File: src/rtl/regfile_wb_arbiter.sv
// Writeback arbiter for the register file's single write port.
// Two sources, LOAD (port 0) and ALU (port 1), each park one request in a
// holding buffer. One registered write is issued per cycle. Entries with the
// same destination go out in program order. Otherwise a round-robin pointer
// alternates between the ports. pendMask reports which destinations are still
// buffered so the hazard logic can stall readers of those registers.
module regfile_wb_arbiter #(
    parameter int DATA_W = 32,
    parameter int ADDR_W = 5
) (
    input  logic                     clk,
    input  logic                     rst,
    input  logic                     ldValid,
    output logic                     ldReady,
    input  logic [ADDR_W-1:0]        ldRd,
    input  logic [DATA_W-1:0]        ldData,
    input  logic                     aluValid,
    output logic                     aluReady,
    input  logic [ADDR_W-1:0]        aluRd,
    input  logic [DATA_W-1:0]        aluData,
    output logic                     writeEnable,
    output logic [ADDR_W-1:0]        rd,
    output logic [DATA_W-1:0]        din,
    output logic [(1<<ADDR_W)-1:0]   pendMask
);

    localparam int NREG = 1 << ADDR_W;

    // Which port the round-robin pointer favours on the next contested grant
    typedef enum logic {
        RR_LOAD = 1'b0,
        RR_ALU  = 1'b1
    } rr_e;

    // Holding buffers
    logic              ld_full_q,  ld_full_d;
    logic [ADDR_W-1:0] ld_rd_q,    ld_rd_d;
    logic [DATA_W-1:0] ld_data_q,  ld_data_d;
    logic              alu_full_q, alu_full_d;
    logic [ADDR_W-1:0] alu_rd_q,   alu_rd_d;
    logic [DATA_W-1:0] alu_data_q, alu_data_d;

    // Arbitration state. ld_older_q means the LOAD entry was captured first.
    rr_e               rr_q, rr_d;
    logic              ld_older_q, ld_older_d;

    // Registered write port and hazard mask
    logic              we_q, we_d;
    logic [ADDR_W-1:0] rd_q, rd_d;
    logic [DATA_W-1:0] din_q, din_d;
    logic [NREG-1:0]   pend_q, pend_d;

    logic grant_ld;
    logic grant_alu;
    logic ld_acc;
    logic alu_acc;

    // Pick this cycle's winner. The pointer only moves when it decides a contest.
    always_comb begin
        grant_ld  = 1'b0;
        grant_alu = 1'b0;
        rr_d      = rr_q;
        if (ld_full_q && alu_full_q) begin
            if (ld_rd_q == alu_rd_q) begin
                grant_ld  = ld_older_q;
                grant_alu = !ld_older_q;
            end else begin
                grant_ld  = (rr_q == RR_LOAD);
                grant_alu = (rr_q == RR_ALU);
                rr_d      = (rr_q == RR_LOAD) ? RR_ALU : RR_LOAD;
            end
        end else begin
            grant_ld  = ld_full_q;
            grant_alu = alu_full_q;
        end
    end

    // A buffer can take a request if it is empty or is draining this cycle
    always_comb begin
        ldReady  = !ld_full_q  || grant_ld;
        aluReady = !alu_full_q || grant_alu;
        ld_acc   = ldValid  && ldReady;
        alu_acc  = aluValid && aluReady;
    end

    // Next buffer contents, age tracking, issued write and pending mask
    always_comb begin
        ld_full_d  = ld_acc ? 1'b1 : (grant_ld ? 1'b0 : ld_full_q);
        ld_rd_d    = ld_acc ? ldRd : ld_rd_q;
        ld_data_d  = ld_acc ? ldData : ld_data_q;
        alu_full_d = alu_acc ? 1'b1 : (grant_alu ? 1'b0 : alu_full_q);
        alu_rd_d   = alu_acc ? aluRd : alu_rd_q;
        alu_data_d = alu_acc ? aluData : alu_data_q;

        ld_older_d = ld_older_q;
        if (ld_acc && alu_acc) begin
            ld_older_d = 1'b1;
        end else if (ld_acc) begin
            ld_older_d = 1'b0;
        end else if (alu_acc) begin
            ld_older_d = 1'b1;
        end

        we_d  = 1'b0;
        rd_d  = rd_q;
        din_d = din_q;
        if (grant_ld) begin
            we_d  = (ld_rd_q != '0);
            rd_d  = ld_rd_q;
            din_d = ld_data_q;
        end else if (grant_alu) begin
            we_d  = (alu_rd_q != '0);
            rd_d  = alu_rd_q;
            din_d = alu_data_q;
        end

        pend_d = '0;
        if (ld_full_d) begin
            pend_d = pend_d | (NREG'(1) << ld_rd_d);
        end
        if (alu_full_d) begin
            pend_d = pend_d | (NREG'(1) << alu_rd_d);
        end
    end

    // State registers. Reset drops any buffered entries without writing them.
    always_ff @(posedge clk or negedge rst) begin
        if (!rst) begin
            ld_full_q  <= 1'b0;
            ld_rd_q    <= '0;
            ld_data_q  <= '0;
            alu_full_q <= 1'b0;
            alu_rd_q   <= '0;
            alu_data_q <= '0;
            rr_q       <= RR_LOAD;
            ld_older_q <= 1'b0;
            we_q       <= 1'b0;
            rd_q       <= '0;
            din_q      <= '0;
            pend_q     <= '0;
        end else begin
            ld_full_q  <= ld_full_d;
            ld_rd_q    <= ld_rd_d;
            ld_data_q  <= ld_data_d;
            alu_full_q <= alu_full_d;
            alu_rd_q   <= alu_rd_d;
            alu_data_q <= alu_data_d;
            rr_q       <= rr_d;
            ld_older_q <= ld_older_d;
            we_q       <= we_d;
            rd_q       <= rd_d;
            din_q      <= din_d;
            pend_q     <= pend_d;
        end
    end

    assign writeEnable = we_q;
    assign rd          = rd_q;
    assign din         = din_q;
    assign pendMask    = pend_q;

endmodule

File: config.mk
export PLATFORM = sky130hd
export DESIGN_NAME = regfile_wb_arbiter
export DESIGN_NICKNAME = d
export VERILOG_FILES = /design/src/rtl/regfile_wb_arbiter.sv
export SDC_FILE = /design/constraint.sdc
export NUM_CORES = 1
export LEC_CHECK = 0
export CORE_UTILIZATION = 50
export CTS_BUF_LIST = sky130_fd_sc_hd__clkbuf_8
export DETAILED_ROUTE_END_ITERATION = 6
export PLACE_DENSITY_LB_ADDON = 0.2
export SYNTH_ARGS = -nofsm -noshare
export SYNTH_HDL_FRONTEND = slang
export SYNTH_SLANG_ARGS = --single-unit
File: constraint.sdc
create_clock -name clk -period 2.95 [get_ports clk]
set_input_delay 0.295 -clock clk [delete_from_list [all_inputs] [get_ports clk]]
set_output_delay 0.295 -clock clk [all_outputs]
set_load 0.05 [all_outputs]
# == After elaboration in Yosys (flattened, before gate mapping) ==
# Cells that the tools add are included.
# word_totals
register_bits,148
out_inout_bits,72
wordCells,54
# classes
eq_ne,1
n_shift,2
mux,22
bitwise_logic,3
reduce_logical,14
# ops
op,count
32-bit 2-to-1 mux,4
"1-bit by 5-bit left shift with 32-bit output, first input constant",2
32-bit OR,1
5-bit 2-to-1 mux,4
1-bit 2-to-1 mux,14
5-bit nonzero test,2
5-bit equality test,1
1-bit logical AND,4
1-bit logical NOT,3
3-bit nonzero test,1
1-bit logical OR,2
1-bit inverter,2
2-bit AND reduction,1
2-bit nonzero test,1

# == Depth between registers and ports, before layout ==
# logic_depth
depth_word,10
ltp_mapped,9

# == Least setup slack after synthesis ==
# OpenSTA, ideal clock, no wires.
# synth_path
kind,flip-flop to flip-flop
startpoint,reg ld_rd_q[4]
endpoint,reg pend_q[30] (netlist: pendMask[30])
setup_ps,150
arrival_time_ps,2056
t_required_ps,2800
path_slack_ps,744
path_stages_with_launch,10
path_buffers,3
synth_period_minus_slack_ps,2206
cell_sequence,dfrtp_1 buf_6 xnor2_1 nand2_1 or4_4 and2_1 buf_6 mux2i_1 buf_2 o22ai_1
# synth_via
elab_chain_len,10
elab_cells_between_ends,20
classes_between,1 x eq/ne; 2 x shift; 12 x mux; 1 x bitwise; 4 x reduce/logical
# synth_rtl
item,line_no,rtl
start: declaration,37,"logic [ADDR_W-1:0] ld_rd_q, ld_rd_d;"
start signal: assignment,143,ld_rd_q <= ld_rd_d;
5-bit equality test (*),64,if (ld_rd_q == alu_rd_q) begin
1-bit 2-to-1 mux (*),64,
1-bit 2-to-1 mux (*),63,if (ld_full_q && alu_full_q) begin
1-bit logical OR (*),80,ldReady = !ld_full_q || grant_ld;
via ldReady,14,"output logic ldReady,"
1-bit logical AND (*),82,ld_acc = ldValid && ldReady;
5-bit 2-to-1 mux,89,ld_rd_d = ld_acc ? ldRd : ld_rd_q;
1-bit by 5-bit left shift with 32-bit output,119,pend_d = pend_d | (NREG'(1) << ld_rd_d);
32-bit 2-to-1 mux (*),118,if (ld_full_d) begin
32-bit OR,122,pend_d = pend_d | (NREG'(1) << alu_rd_d);
32-bit 2-to-1 mux (*),121,if (alu_full_d) begin
via pend_d[30],51,"logic [NREG-1:0] pend_q, pend_d;"
end signal: assignment,153,pend_q <= pend_d;
end: declaration,51,
# The timed path passes the listed nets; every way through them passes the cells marked *.
# A chain may end at the register's enable or synchronous reset.

# == Final worst setup path ==
# layout_path
startpoint,reg ld_rd_q[1]
endpoint,reg pend_q[2] (netlist: pendMask[2])
# layout_via
elab_chain_len,10
elab_cells_between_ends,20
classes_between,1 x eq/ne; 2 x shift; 12 x mux; 1 x bitwise; 4 x reduce/logical
# layout_rtl
item,line_no
5-bit equality test,64
1-bit 2-to-1 mux,64
1-bit 2-to-1 mux,63
1-bit logical OR,80
1-bit logical AND,82
5-bit 2-to-1 mux,89
1-bit by 5-bit left shift with 32-bit output,119
32-bit 2-to-1 mux,118
32-bit OR,122
32-bit 2-to-1 mux (*),121
via pend_d[2],51
# Marked as above.

==> impl_metrics.ini <==
[die]
ios = 150
die_h_um = 116
dieWidth_um = 116
core-area_um2 = 12600
die_area_um2 = 13400
start_util_pct = 51.3
rows = 41

[clock_network]
root_buffer = clkbuf_8
post-cts-setup-buffers = 0
tritoncts = done
cts.sinks = 148
h-tree-depth = 4
post_cts_resized = 0
ctsHoldBuffers = 1
cts_buffers = 17
cts.clk_slew.worst_paths_ns = 0.08
clock_latency_ns = 0.45
cts.path.max_buffers = 2

[routing]
detail_route.wl_per_cell_um = 18.9
vias_per_cell = 5.60
drt_iter0_drc = 298
wirelength_um = 15900
ant_nets = 0
dr.pass1.iters = 4
num_vias = 4712
drc = 0

[cells_and_area]
final_cell_mix = dfrtp_1, clkdlybuf4s50_1, mux2_2
num-fill-cells = 989
mostFrequentLayoutCell = dfrtp_1
diodes = 0
fin_cells = 841
post-route-cell-area_um2 = 8580
final_nets = 735
multiInputGateArea_um2 = 2570
area_growth_pct = 32.5
seq_area_um2 = 3700
drive_gt1_share_pct = 20.0

[critical_path]
worstPathArrival_ns = 3.10
cp_data_required_time_ns = 3.29
start_kind = flip-flop
crit_type = reg2reg
max_stage_delay_ns = 0.61
crit_path_end_kind = flip-flop
cpLargestDelayFamily = compound AO/OA/AOI/OAI gates
crit_slowest_cell = dfrtp_1
cp_cell_sequence = xnor2_1 -> nand3_1 -> o21ai_0 -> o211ai_1 -> buf_4 -> o2bb2a_1 -> o22ai_1
timing.critical_path.buf_inv = 1
critPathMaxFanout = 17

[sta]
hold_viol = 0
slew_viol_final = 0
maxSlewHeadroom_pct = 60.3
finalCritPeriodShare_pct = 93.6
finalSetupViolCount = 0
rsz0062_at_grt = false
hold_slack_ns = 0.343
finalClockSkew_ns = 0.00969
max_freq_mhz = 362
tightest_slew_ns = 0.591
min_period_ns = 2.76
fin_tns_setup_ns = 0

[power]
power.density_nw_per_um2 = 985
p_leak_uw = 0.00363
ir_worst_vdd_uv = 749

[global_routing]
antenna_found_initial = 0
grt_pass1_vias = 4796
grt_pass1_wl_um = 25000
gr-usage-all-layers_pct = 25.1
gr-total-overflow = 0
grt_max_degree = 68

[yosys]
ys_async_sr_fraction_pct = 100
ys_seq_area_share_pct = 57.2
yosysWarningCount = 0
synth_cell_types = 39
ys_dominant_reg_cell = dfrtp_1
synth-seq-cells = 148
syn_inst = 511
syn_area_um2 = 6470
syn-num-nets = 589
synth_edf_count = 0
synth.avg_cell_area_um2 = 12.7

[placement]
placedCellCount = 809
gp_congestion = 0.887
place_area_um2 = 8140
dpl.hpwl_um = 10900
port_buffers = 149

[status]
status = complete, no violations

[job]
maxCapViolations = 0

[hold_path]
hold_path.class = in2async
metal layers:
layer	vias to the layer above	routed length (um)	GRT usage, %
met3	31	881	5.44
met2	155	7890	39.6
met5	-	0	0
li1	2151	-	-
met1	2375	6750	33.0
met4	0	409	12.1
area by class of cell:
cell class	count	area share, %
inverter	5	0.219
sequential	148	43.2
clock inverter	12	1.88
multi-input combinational	320	29.9
clock buffer	19	3.05
tap	172	2.51
timing repair buffer	165	19.2
state kept, by name, summed over array words and instances, names as in the netlist:
register and count:
din 32, ld_data_q 32, ld_older_q 1, alu_rd_q 5, rr_q 1, alu_full_q 1, ld_rd_q 5, writeEnable 1
alu_data_q 32, ld_full_q 1, rd 5, pendMask 32
synth_stat cells (all sizes together) (2+ instances only):
| cell type | number | area share [%] |
|---|---|---|
| dfrtp | 148 | 57 |
| mux2 | 78 | 14 |
| and2 | 37 | 3.6 |
| a221o | 36 | 5.6 |
| o22ai | 32 | 3.2 |
| nor2 | 27 | 1.6 |
| mux2i | 25 | 3.9 |
| buf | 22 | 2.0 |
| nand2 | 19 | 1.1 |
| clkbuf | 16 | 0.93 |
| nor3 | 12 | 0.93 |
| nand2b | 8 | 0.77 |
| nor3b | 7 | 0.81 |
| nand3 | 6 | 0.54 |
| inv | 5 | 0.29 |
| xnor2 | 5 | 0.68 |
| nand3b | 4 | 0.46 |
| o21ai | 4 | 0.37 |
| nor2b | 3 | 0.29 |
| or2 | 3 | 0.29 |
| a22o | 2 | 0.27 |
| and3b | 2 | 0.27 |
| nor4 | 2 | 0.19 |
logic make-up after synthesis:
logic type / share of synthesized area [%]
mux: 17.5
simple gates: 11.0
compound gates: 10.4
buf+inv: 3.23
flops: 57.2
xor+xnor: 0.677
report_power, final:
| part | switching (uW) | internal (uW) | total (uW) |
|---|---|---|---|
| logic | 2170 | 1510 | 3680 |
| registers | 438 | 2660 | 3100 |
| clock network | 724 | 951 | 1670 |
through the flow:
stage	power [uW]	setup slack, ns	util [%]
2_1_floorplan	5550	0.744	-
3_3_place_gp	6720	0.392	64.5
3_5_place_dp	6820	0.280	64.5
4_1_cts	8510	0.193	68.0
5_1_grt	8870	0.0144	68.0
6_report	8450	0.190	68.0
worst paths after layout:
path	endpoint	startpoint	depth (start not counted)	slack, ns
min in group clk	ld_data_q[30]	ldData[30]	2	0.46
worst min register to register	ld_data_q[5]	ld_data_q[5]	1	0.50
max in group asynchronous	pendMask[7]	rst	3	1.79
worst min-delay path	din[0]	rst	2	0.34
worst max-delay path	pendMask[2]	ld_rd_q[1]	7	0.19
worst max register to register	pendMask[2]	ld_rd_q[1]	7	0.19
Note: power is estimated with default switching activity, not from simulation.
